<file path="src/rtl/uart_loader_pkg.sv">
// Shared types and constants for the UART instruction-memory boot loader.
package uart_loader_pkg;

    typedef enum logic [2:0] {
        HUNT,
        LEN_LO,
        LEN_HI,
        DATA,
        CSUM,
        REPLY
    } state_e;

    localparam int KEY_LEN = 9;

    // "TECTUINNO"
    localparam logic [7:0] KEY [KEY_LEN] = '{
        8'h54, 8'h45, 8'h43, 8'h54, 8'h55,
        8'h49, 8'h4E, 8'h4E, 8'h4F
    };

    localparam logic [7:0] ACK_BYTE = 8'h4B;
    localparam logic [7:0] NAK_BYTE = 8'h45;

endpackage

</file>
<file path="src/rtl/uart_loader_phy.sv">
// 8N1 UART receive and transmit engines with a two-flop rx synchroniser.
module uart_phy #(
    parameter int CLKS_PER_BIT = 16
) (
    input  logic       clk,
    input  logic       rst,
    input  logic       rx,
    output logic       rx_valid,
    output logic [7:0] rx_byte,
    output logic       rx_ferr,
    input  logic       tx_start,
    input  logic [7:0] tx_byte,
    output logic       tx_busy,
    output logic       tx
);

    localparam int CW = $clog2(CLKS_PER_BIT) + 1;
    localparam logic [CW-1:0] FULL = CW'(CLKS_PER_BIT - 1);
    localparam logic [CW-1:0] HALF = CW'(CLKS_PER_BIT / 2 - 1);

    logic [1:0]    sync_q;
    logic          rx_s;
    logic          rx_act_q, rx_valid_q, rx_ferr_q;
    logic [CW-1:0] rx_cnt_q;
    logic [3:0]    rx_bit_q;
    logic [7:0]    rx_sh_q;
    logic          tx_act_q, tx_q;
    logic [CW-1:0] tx_cnt_q;
    logic [3:0]    tx_bit_q;
    logic [8:0]    tx_sh_q;

    assign rx_s     = sync_q[1];
    assign rx_valid = rx_valid_q;
    assign rx_ferr  = rx_ferr_q;
    assign rx_byte  = rx_sh_q;
    assign tx_busy  = tx_act_q;
    assign tx       = tx_q;

    always_ff @(posedge clk or posedge rst) begin
        if (rst) sync_q <= 2'b11;
        else     sync_q <= {sync_q[0], rx};
    end

    // rx_bit_q: 0 = start, 1..8 = data, 9 = stop
    always_ff @(posedge clk or posedge rst) begin
        if (rst) begin
            rx_act_q   <= 1'b0;
            rx_valid_q <= 1'b0;
            rx_ferr_q  <= 1'b0;
            rx_cnt_q   <= '0;
            rx_bit_q   <= '0;
            rx_sh_q    <= '0;
        end else begin
            rx_valid_q <= 1'b0;
            rx_ferr_q  <= 1'b0;
            if (!rx_act_q) begin
                if (!rx_s) begin
                    rx_act_q <= 1'b1;
                    rx_cnt_q <= '0;
                    rx_bit_q <= '0;
                end
            end else if (rx_bit_q == 4'd0) begin
                if (rx_cnt_q == HALF) begin
                    rx_cnt_q <= '0;
                    if (rx_s) rx_act_q <= 1'b0;
                    else      rx_bit_q <= 4'd1;
                end else begin
                    rx_cnt_q <= rx_cnt_q + 1'b1;
                end
            end else if (rx_cnt_q != FULL) begin
                rx_cnt_q <= rx_cnt_q + 1'b1;
            end else begin
                rx_cnt_q <= '0;
                if (rx_bit_q == 4'd9) begin
                    rx_act_q   <= 1'b0;
                    rx_valid_q <= rx_s;
                    rx_ferr_q  <= !rx_s;
                end else begin
                    rx_sh_q  <= {rx_s, rx_sh_q[7:1]};
                    rx_bit_q <= rx_bit_q + 1'b1;
                end
            end
        end
    end

    always_ff @(posedge clk or posedge rst) begin
        if (rst) begin
            tx_act_q <= 1'b0;
            tx_q     <= 1'b1;
            tx_cnt_q <= '0;
            tx_bit_q <= '0;
            tx_sh_q  <= '0;
        end else if (!tx_act_q) begin
            if (tx_start) begin
                tx_act_q <= 1'b1;
                tx_q     <= 1'b0;
                tx_sh_q  <= {1'b1, tx_byte};
                tx_cnt_q <= '0;
                tx_bit_q <= '0;
            end
        end else if (tx_cnt_q != FULL) begin
            tx_cnt_q <= tx_cnt_q + 1'b1;
        end else begin
            tx_cnt_q <= '0;
            if (tx_bit_q == 4'd9) begin
                tx_act_q <= 1'b0;
            end else begin
                tx_q     <= tx_sh_q[0];
                tx_sh_q  <= {1'b1, tx_sh_q[8:1]};
                tx_bit_q <= tx_bit_q + 1'b1;
            end
        end
    end

endmodule

</file>
<file path="src/rtl/uart_imem_loader.sv">
// Serial boot loader: key hunt, length-prefixed image, word packing into imem.
module uart_imem_loader
    import uart_loader_pkg::*;
#(
    parameter int CLK_HZ      = 27_000_000,
    parameter int BAUD        = 115_200,
    parameter int WORD_BYTES  = 4,
    parameter int DEPTH       = 1024,
    parameter int TIMEOUT_CYC = 27_000_000
) (
    input  logic                          clk,
    input  logic                          rst,
    input  logic                          rx,
    output logic                          tx,
    output logic                          imem_we,
    output logic [$clog2(DEPTH)-1:0]      imem_addr,
    output logic [8*WORD_BYTES-1:0]       imem_wdata,
    output logic                          cpu_hold,
    output logic                          load_done,
    output logic                          load_err,
    output logic                          busy
);

    localparam int CLKS_PER_BIT = CLK_HZ / BAUD;
    localparam int ADDR_W = $clog2(DEPTH);
    localparam int DW = 8 * WORD_BYTES;
    localparam int LW = (WORD_BYTES > 1) ? $clog2(WORD_BYTES) : 1;
    localparam logic [ADDR_W-1:0] LAST = ADDR_W'(DEPTH - 1);

    logic              rx_valid, rx_ferr, tx_busy, tx_start;
    logic [7:0]        rx_byte;
    state_e            state_q, state_d;
    logic [3:0]        k_q, k_d;
    logic [15:0]       len_q, len_d, wcnt_q, wcnt_d, n_w;
    logic [LW-1:0]     lane_q, lane_d;
    logic [DW-1:0]     buf_q, buf_d, wdata_q, wdata_d, nb;
    logic [7:0]        csum_q, csum_d, reply_q, reply_d;
    logic [31:0]       to_q, to_d;
    logic [ADDR_W-1:0] addr_q, addr_d;
    logic              we_q, we_d, hold_q, hold_d;
    logic              done_q, done_d, err_q, err_d;
    logic              loading, timeout;

    uart_phy #(.CLKS_PER_BIT(CLKS_PER_BIT)) u_phy (
        .clk      (clk),
        .rst      (rst),
        .rx       (rx),
        .rx_valid (rx_valid),
        .rx_byte  (rx_byte),
        .rx_ferr  (rx_ferr),
        .tx_start (tx_start),
        .tx_byte  (reply_q),
        .tx_busy  (tx_busy),
        .tx       (tx)
    );

    assign loading = state_q inside {LEN_LO, LEN_HI, DATA, CSUM};
    // A byte landing on the expiry cycle wins over the timeout.
    assign timeout = loading && !rx_valid && (to_q >= 32'(TIMEOUT_CYC - 1));

    always_ff @(posedge clk or posedge rst) begin
        if (rst) begin
            state_q <= HUNT;
            k_q     <= '0;
            len_q   <= '0;
            wcnt_q  <= '0;
            lane_q  <= '0;
            buf_q   <= '0;
            wdata_q <= '0;
            csum_q  <= '0;
            reply_q <= '0;
            to_q    <= '0;
            addr_q  <= '0;
            we_q    <= 1'b0;
            hold_q  <= 1'b1;
            done_q  <= 1'b0;
            err_q   <= 1'b0;
        end else begin
            state_q <= state_d;
            k_q     <= k_d;
            len_q   <= len_d;
            wcnt_q  <= wcnt_d;
            lane_q  <= lane_d;
            buf_q   <= buf_d;
            wdata_q <= wdata_d;
            csum_q  <= csum_d;
            reply_q <= reply_d;
            to_q    <= to_d;
            addr_q  <= addr_d;
            we_q    <= we_d;
            hold_q  <= hold_d;
            done_q  <= done_d;
            err_q   <= err_d;
        end
    end

    always_comb begin
        state_d = state_q;
        k_d     = k_q;
        len_d   = len_q;
        wcnt_d  = wcnt_q;
        lane_d  = lane_q;
        buf_d   = buf_q;
        wdata_d = wdata_q;
        csum_d  = csum_q;
        reply_d = reply_q;
        addr_d  = addr_q;
        we_d    = 1'b0;
        hold_d  = hold_q;
        done_d  = done_q;
        err_d   = err_q;
        nb      = buf_q;
        n_w     = {rx_byte, len_q[7:0]};
        to_d    = (rx_valid || !loading) ? 32'd0 : to_q + 32'd1;
        if (we_q && addr_q != LAST) addr_d = addr_q + 1'b1;
        unique case (state_q)
            HUNT: if (rx_valid) begin
                if (rx_byte == KEY[k_q]) begin
                    if (k_q == 4'(KEY_LEN - 1)) begin
                        k_d     = '0;
                        hold_d  = 1'b1;
                        done_d  = 1'b0;
                        err_d   = 1'b0;
                        csum_d  = '0;
                        addr_d  = '0;
                        state_d = LEN_LO;
                    end else begin
                        k_d = k_q + 1'b1;
                    end
                end else begin
                    k_d = (rx_byte == KEY[0]) ? 4'd1 : 4'd0;
                end
            end
            LEN_LO: if (rx_valid) begin
                len_d[7:0] = rx_byte;
                state_d    = LEN_HI;
            end
            LEN_HI: if (rx_valid) begin
                len_d  = n_w;
                wcnt_d = '0;
                lane_d = '0;
                if (32'(n_w) > DEPTH) begin
                    err_d   = 1'b1;
                    reply_d = NAK_BYTE;
                    state_d = REPLY;
                end else if (n_w == 16'd0) begin
                    state_d = CSUM;
                end else begin
                    state_d = DATA;
                end
            end
            DATA: if (rx_valid) begin
                nb[8*lane_q +: 8] = rx_byte;
                buf_d  = nb;
                csum_d = csum_q + rx_byte;
                if (lane_q == LW'(WORD_BYTES - 1)) begin
                    lane_d  = '0;
                    wdata_d = nb;
                    we_d    = 1'b1;
                    wcnt_d  = wcnt_q + 16'd1;
                    if (wcnt_q + 16'd1 == len_q) state_d = CSUM;
                end else begin
                    lane_d = lane_q + 1'b1;
                end
            end
            CSUM: if (rx_valid) begin
                state_d = REPLY;
                if (rx_byte == csum_q) begin
                    reply_d = ACK_BYTE;
                    done_d  = 1'b1;
                    hold_d  = 1'b0;
                end else begin
                    reply_d = NAK_BYTE;
                    err_d   = 1'b1;
                end
            end
            REPLY: if (!tx_busy) state_d = HUNT;
            default: state_d = HUNT;
        endcase
        if (loading && (rx_ferr || timeout)) begin
            err_d   = 1'b1;
            reply_d = NAK_BYTE;
            state_d = REPLY;
        end
    end

    always_comb begin
        tx_start = (state_q == REPLY) && !tx_busy;
        busy     = (state_q != HUNT);
    end

    assign imem_we    = we_q;
    assign imem_addr  = addr_q;
    assign imem_wdata = wdata_q;
    assign cpu_hold   = hold_q;
    assign load_done  = done_q;
    assign load_err   = err_q;

endmodule

</file>
<file path="config.mk">
export PLATFORM = sky130hd
export DESIGN_NAME = uart_imem_loader
export DESIGN_NICKNAME = d
export VERILOG_FILES = /design/src/rtl/uart_loader_pkg.sv /design/src/rtl/uart_loader_phy.sv /design/src/rtl/uart_imem_loader.sv
export SDC_FILE = /design/constraint.sdc
export NUM_CORES = 1
export LEC_CHECK = 0
export ABC_CLOCK_PERIOD_IN_PS = 5700
export BUFFER_PORTS_ARGS = -buffer_cell sky130_fd_sc_hd__buf_2
export CORE_MARGIN = 8
export CORE_UTILIZATION = 39
export CTS_CLUSTER_SIZE = 16
export DETAILED_ROUTE_END_ITERATION = 10
export PLACE_DENSITY_LB_ADDON = 0.15
export SYNTH_ARGS = -nofsm -noshare
export SYNTH_HDL_FRONTEND = slang
export SYNTH_SLANG_ARGS = --single-unit
</file>
<file path="constraint.sdc">
create_clock -name clk -period 5.7 [get_ports clk]
set_input_delay 0.285 -clock clk [delete_from_list [all_inputs] [get_ports clk]]
set_output_delay 0.285 -clock clk [all_outputs]
set_load 0.05 [all_outputs]
</file>
==> flow_summary.yaml <==
cells_and_area:
  multi_input_area_sq_um: 5080
  fin_area_sq_um: 12200
  syn_to_final_growth_pct: 13.4
  most-common-layout-cells: "208 x dfrtp_1, 154 x nor2_1, 116 x nand2_1"
  fin_nets: 1183
  n_antenna_cell: 0
  final_common_cell: "dfrtp_1"
  fillers: 2637
  regArea_sq_um: 5310
  stdcell_count: 1505
  finish.utilization: 0.450
  layout-drive-gt1-share: 0.118
timing:
  tightest_slew_ns: 1.03
  fmax_ghz: 0.317
  rsz0062_at_grt: "false"
  fin_crit_sh: 0.553
  layout_min_cycle_time_ns: 3.15
  skew_ns: 0.00676
  finalHoldViolations: 0
  maxSlewViolCount: 0
  hold_ws_ns: 0.358
  relSlewSlack: 0.313
  tns_ns: 0
  finalSetupViolations: 0
clocking:
  post_cts_buffers: 0
  cts_buffer_depth: 3
  clkSlewWorstSetupHoldPaths_ns: 0.06
  tritoncts: "yes"
  cts_buffers: 25
  clk_latency_ns: 0.52
  root_buffer: "clkbuf_16"
  cts.sinks: 212
  htree_levels: 1
  post_cts_resized: 0
detailed_routing:
  postRouteWirelength_microns: 24700
  drc: 0
  drt_iter0_drc: 522
  ant_nets: 0
  viasPerCell: 5.34
  first_pass_iters: 5
  vias: 8040
  wire_per_inst_microns: 16.4
critical_path:
  start_kind: "flip-flop"
  cp.required_ns: 6.13
  crit_type: "reg2reg"
  worstPathArrival_ns: 3.59
  worst-path-buf-inv: 2
  slowest_stage: "inv_2"
  crit_chain: "nor2b_1, and3_1, nand2_1, buf_4, inv_2, nand2_1, nor2_1, nor2_1, a31oi_1"
  end_kind: "flip-flop"
  cpPeakStageDelay_ns: 0.69
  path_delay_family: "simple AND/OR/NAND/NOR gates"
  crit_fanout: 46
die:
  die_w_microns: 182
  initial_core_util: 0.397
  core_sq_um: 27000
  io_pins: 51
  dieHeight_microns: 182
  die_area_sq_um: 33100
  placement_rows: 60
logic_synthesis:
  syn-num-nets: 1151
  synth_top_area_share: 0.485
  yosysUniqueCellTypes: 66
  synth_top_area_cell: "dfrtp_1"
  synthFlopType: "dfrtp_1"
  avgSynthCellArea_sq_um: 9.62
  synth_edf_count: 0
  ys_seq_area_frac: 0.495
  synthCells: 1115
  yosysWarnings: 0
  synthArstFlopShare: 1.00
  syn_area_sq_um: 10700
  synth_seq_cells: 212
  synthTopCellsByArea: "dfrtp_1 49%, nor2_1 5.4%, o21ai_0 4.1%"
place:
  portBuffers: 50
  numPlacedInstances: 1459
  gp_congestion: 0.768
  post-dp-hpwl_microns: 16300
  placed_cell_area_sq_um: 11300
power_and_ir_drop:
  ir_drop_mv: 0.158
  power.density_nw_per_um2: 265
  p_leak_nw: 5.57
global_route:
  grt_pass1_wl_microns: 42300
  antenna_found_initial: 0
  grt_pass1_vias: 8057
  overflow: 0
  track_usage: 0.151
  grt_max_degree: 163
run:
  maxCapViolations: 0
run_status:
  outcome: "finished clean"
hold_path:
  hold_class: "reg2reg"
-- logic make-up after synthesis --
kind of cell,share of synthesized area
AND/OR/NAND/NOR,0.193
adder cells (fa/ha/maj),0.0392
AO/OA/AOI/OAI,0.146
XOR/XNOR,0.0641
multiplexers,0.0291
buffers and inverters,0.0333
flip-flops,0.495
-- worst reg2reg max path, cell delays in order (launching register included) --
cell	delay [ns]
dfrtp_1	0.61
nor2b_1	0.37
and3_1	0.49
nand2_1	0.10
buf_4	0.29
inv_2	0.70
nand2_1	0.20
nor2_1	0.13
nor2_1	0.05
a31oi_1	0.13
-- synthesized netlist by cell type (5+ instances only) --
master and number:
nand2b_1 12, nor4_1 13, buf_1 6, a21o_1 6
mux2i_1 5, a22o_1 37, nor2b_1 14, nor3_1 14
a221oi_1 33, nand4_1 19, nand3_1 37, or3_1 5
nor2_1 154, clkbuf_1 43, ha_1 32, and3_1 18
inv_1 35, xor2_1 42, xnor2_1 34, o21ai_0 87
a21oi_1 23, and2_1 7, nor3b_1 6, dfrtp_1 208
o31ai_1 10, mux2_2 22, a31oi_1 5, nand2_1 116
-- per-layer routing --
metal | vias up | track usage | part of all wire
met5 | - | 0 | 0
met4 | 0 | 0.0380 | 0.020
met1 | 3882 | 0.208 | 0.49
met3 | 36 | 0.0251 | 0.040
li1 | 3991 | - | -
met2 | 131 | 0.244 | 0.45
-- metrics by stage --
stage                     worst slack (ns)  total power [W]
final                                 2.55          0.00322
after CTS                             2.52          0.00328
after global placement                2.59          0.00157
after global routing                  2.20          0.00334
after floorplan                       2.66          0.00156
after detailed placement              2.52          0.00157
-- state kept, by name, indices dropped and copies added, names as in the netlist, 2 cells and up --
signal	cells
reply_q	3
buf_q	32
to_q	32
len_q	16
k_q	4
u_phy.sync_q	2
u_phy.rx_byte	8
imem_addr	10
lane_q	2
imem_wdata	32
csum_q	8
u_phy.tx_sh_q	9
wcnt_q	16
u_phy.tx_cnt_q	9
state_q	3
u_phy.rx_cnt_q	9
u_phy.tx_bit_q	4
u_phy.rx_bit_q	4
-- worst paths after layout --
| kind | startpoint | endpoint | slack [ns] | cells after the start |
|---|---|---|---|---|
| setup reg to reg | state_q[1]$_DFFE_PP0P_ | wcnt_q[14]$_DFFE_PP0P_ | 2.55 | 9 |
| setup / recovery | state_q[1]$_DFFE_PP0P_ | wcnt_q[14]$_DFFE_PP0P_ | 2.55 | 9 |
| hold / removal | u_phy.sync_q[0]$_DFF_PP1_ | u_phy.sync_q[1]$_DFF_PP1_ | 0.36 | 0 |
| max in group asynchronous | rst | buf_q[24]$_DFFE_PP0P_ | 3.88 | 5 |
| hold reg to reg | u_phy.sync_q[0]$_DFF_PP1_ | u_phy.sync_q[1]$_DFF_PP1_ | 0.36 | 0 |
| min in group asynchronous | rst | imem_addr[9]$_DFF_PP0_ | 0.51 | 4 |
-- area by class of cell --
class,count,share of cell area
inverters,39,0.0123
repair buffers,59,0.0276
clock buffers,32,0.0585
well taps,341,0.0351
clock inverters,12,0.0132
multi-input cells,810,0.417
flip-flops and latches,212,0.436
-- where the power goes --
group	switching [W]	internal, W	total (W)
Sequential	0.000000861	0.00151	0.00151
Combinational	0.0000294	0.00000354	0.0000330
Clock	0.000627	0.00105	0.00168
Total	0.000658	0.00257	0.00322
-- repair_timing --
item,CTS,global route
hold buffers,2,0
endpoints found under the hold margin,29,0
setup endpoints to repair,0,0
Power figures use the tool's default switching activity.
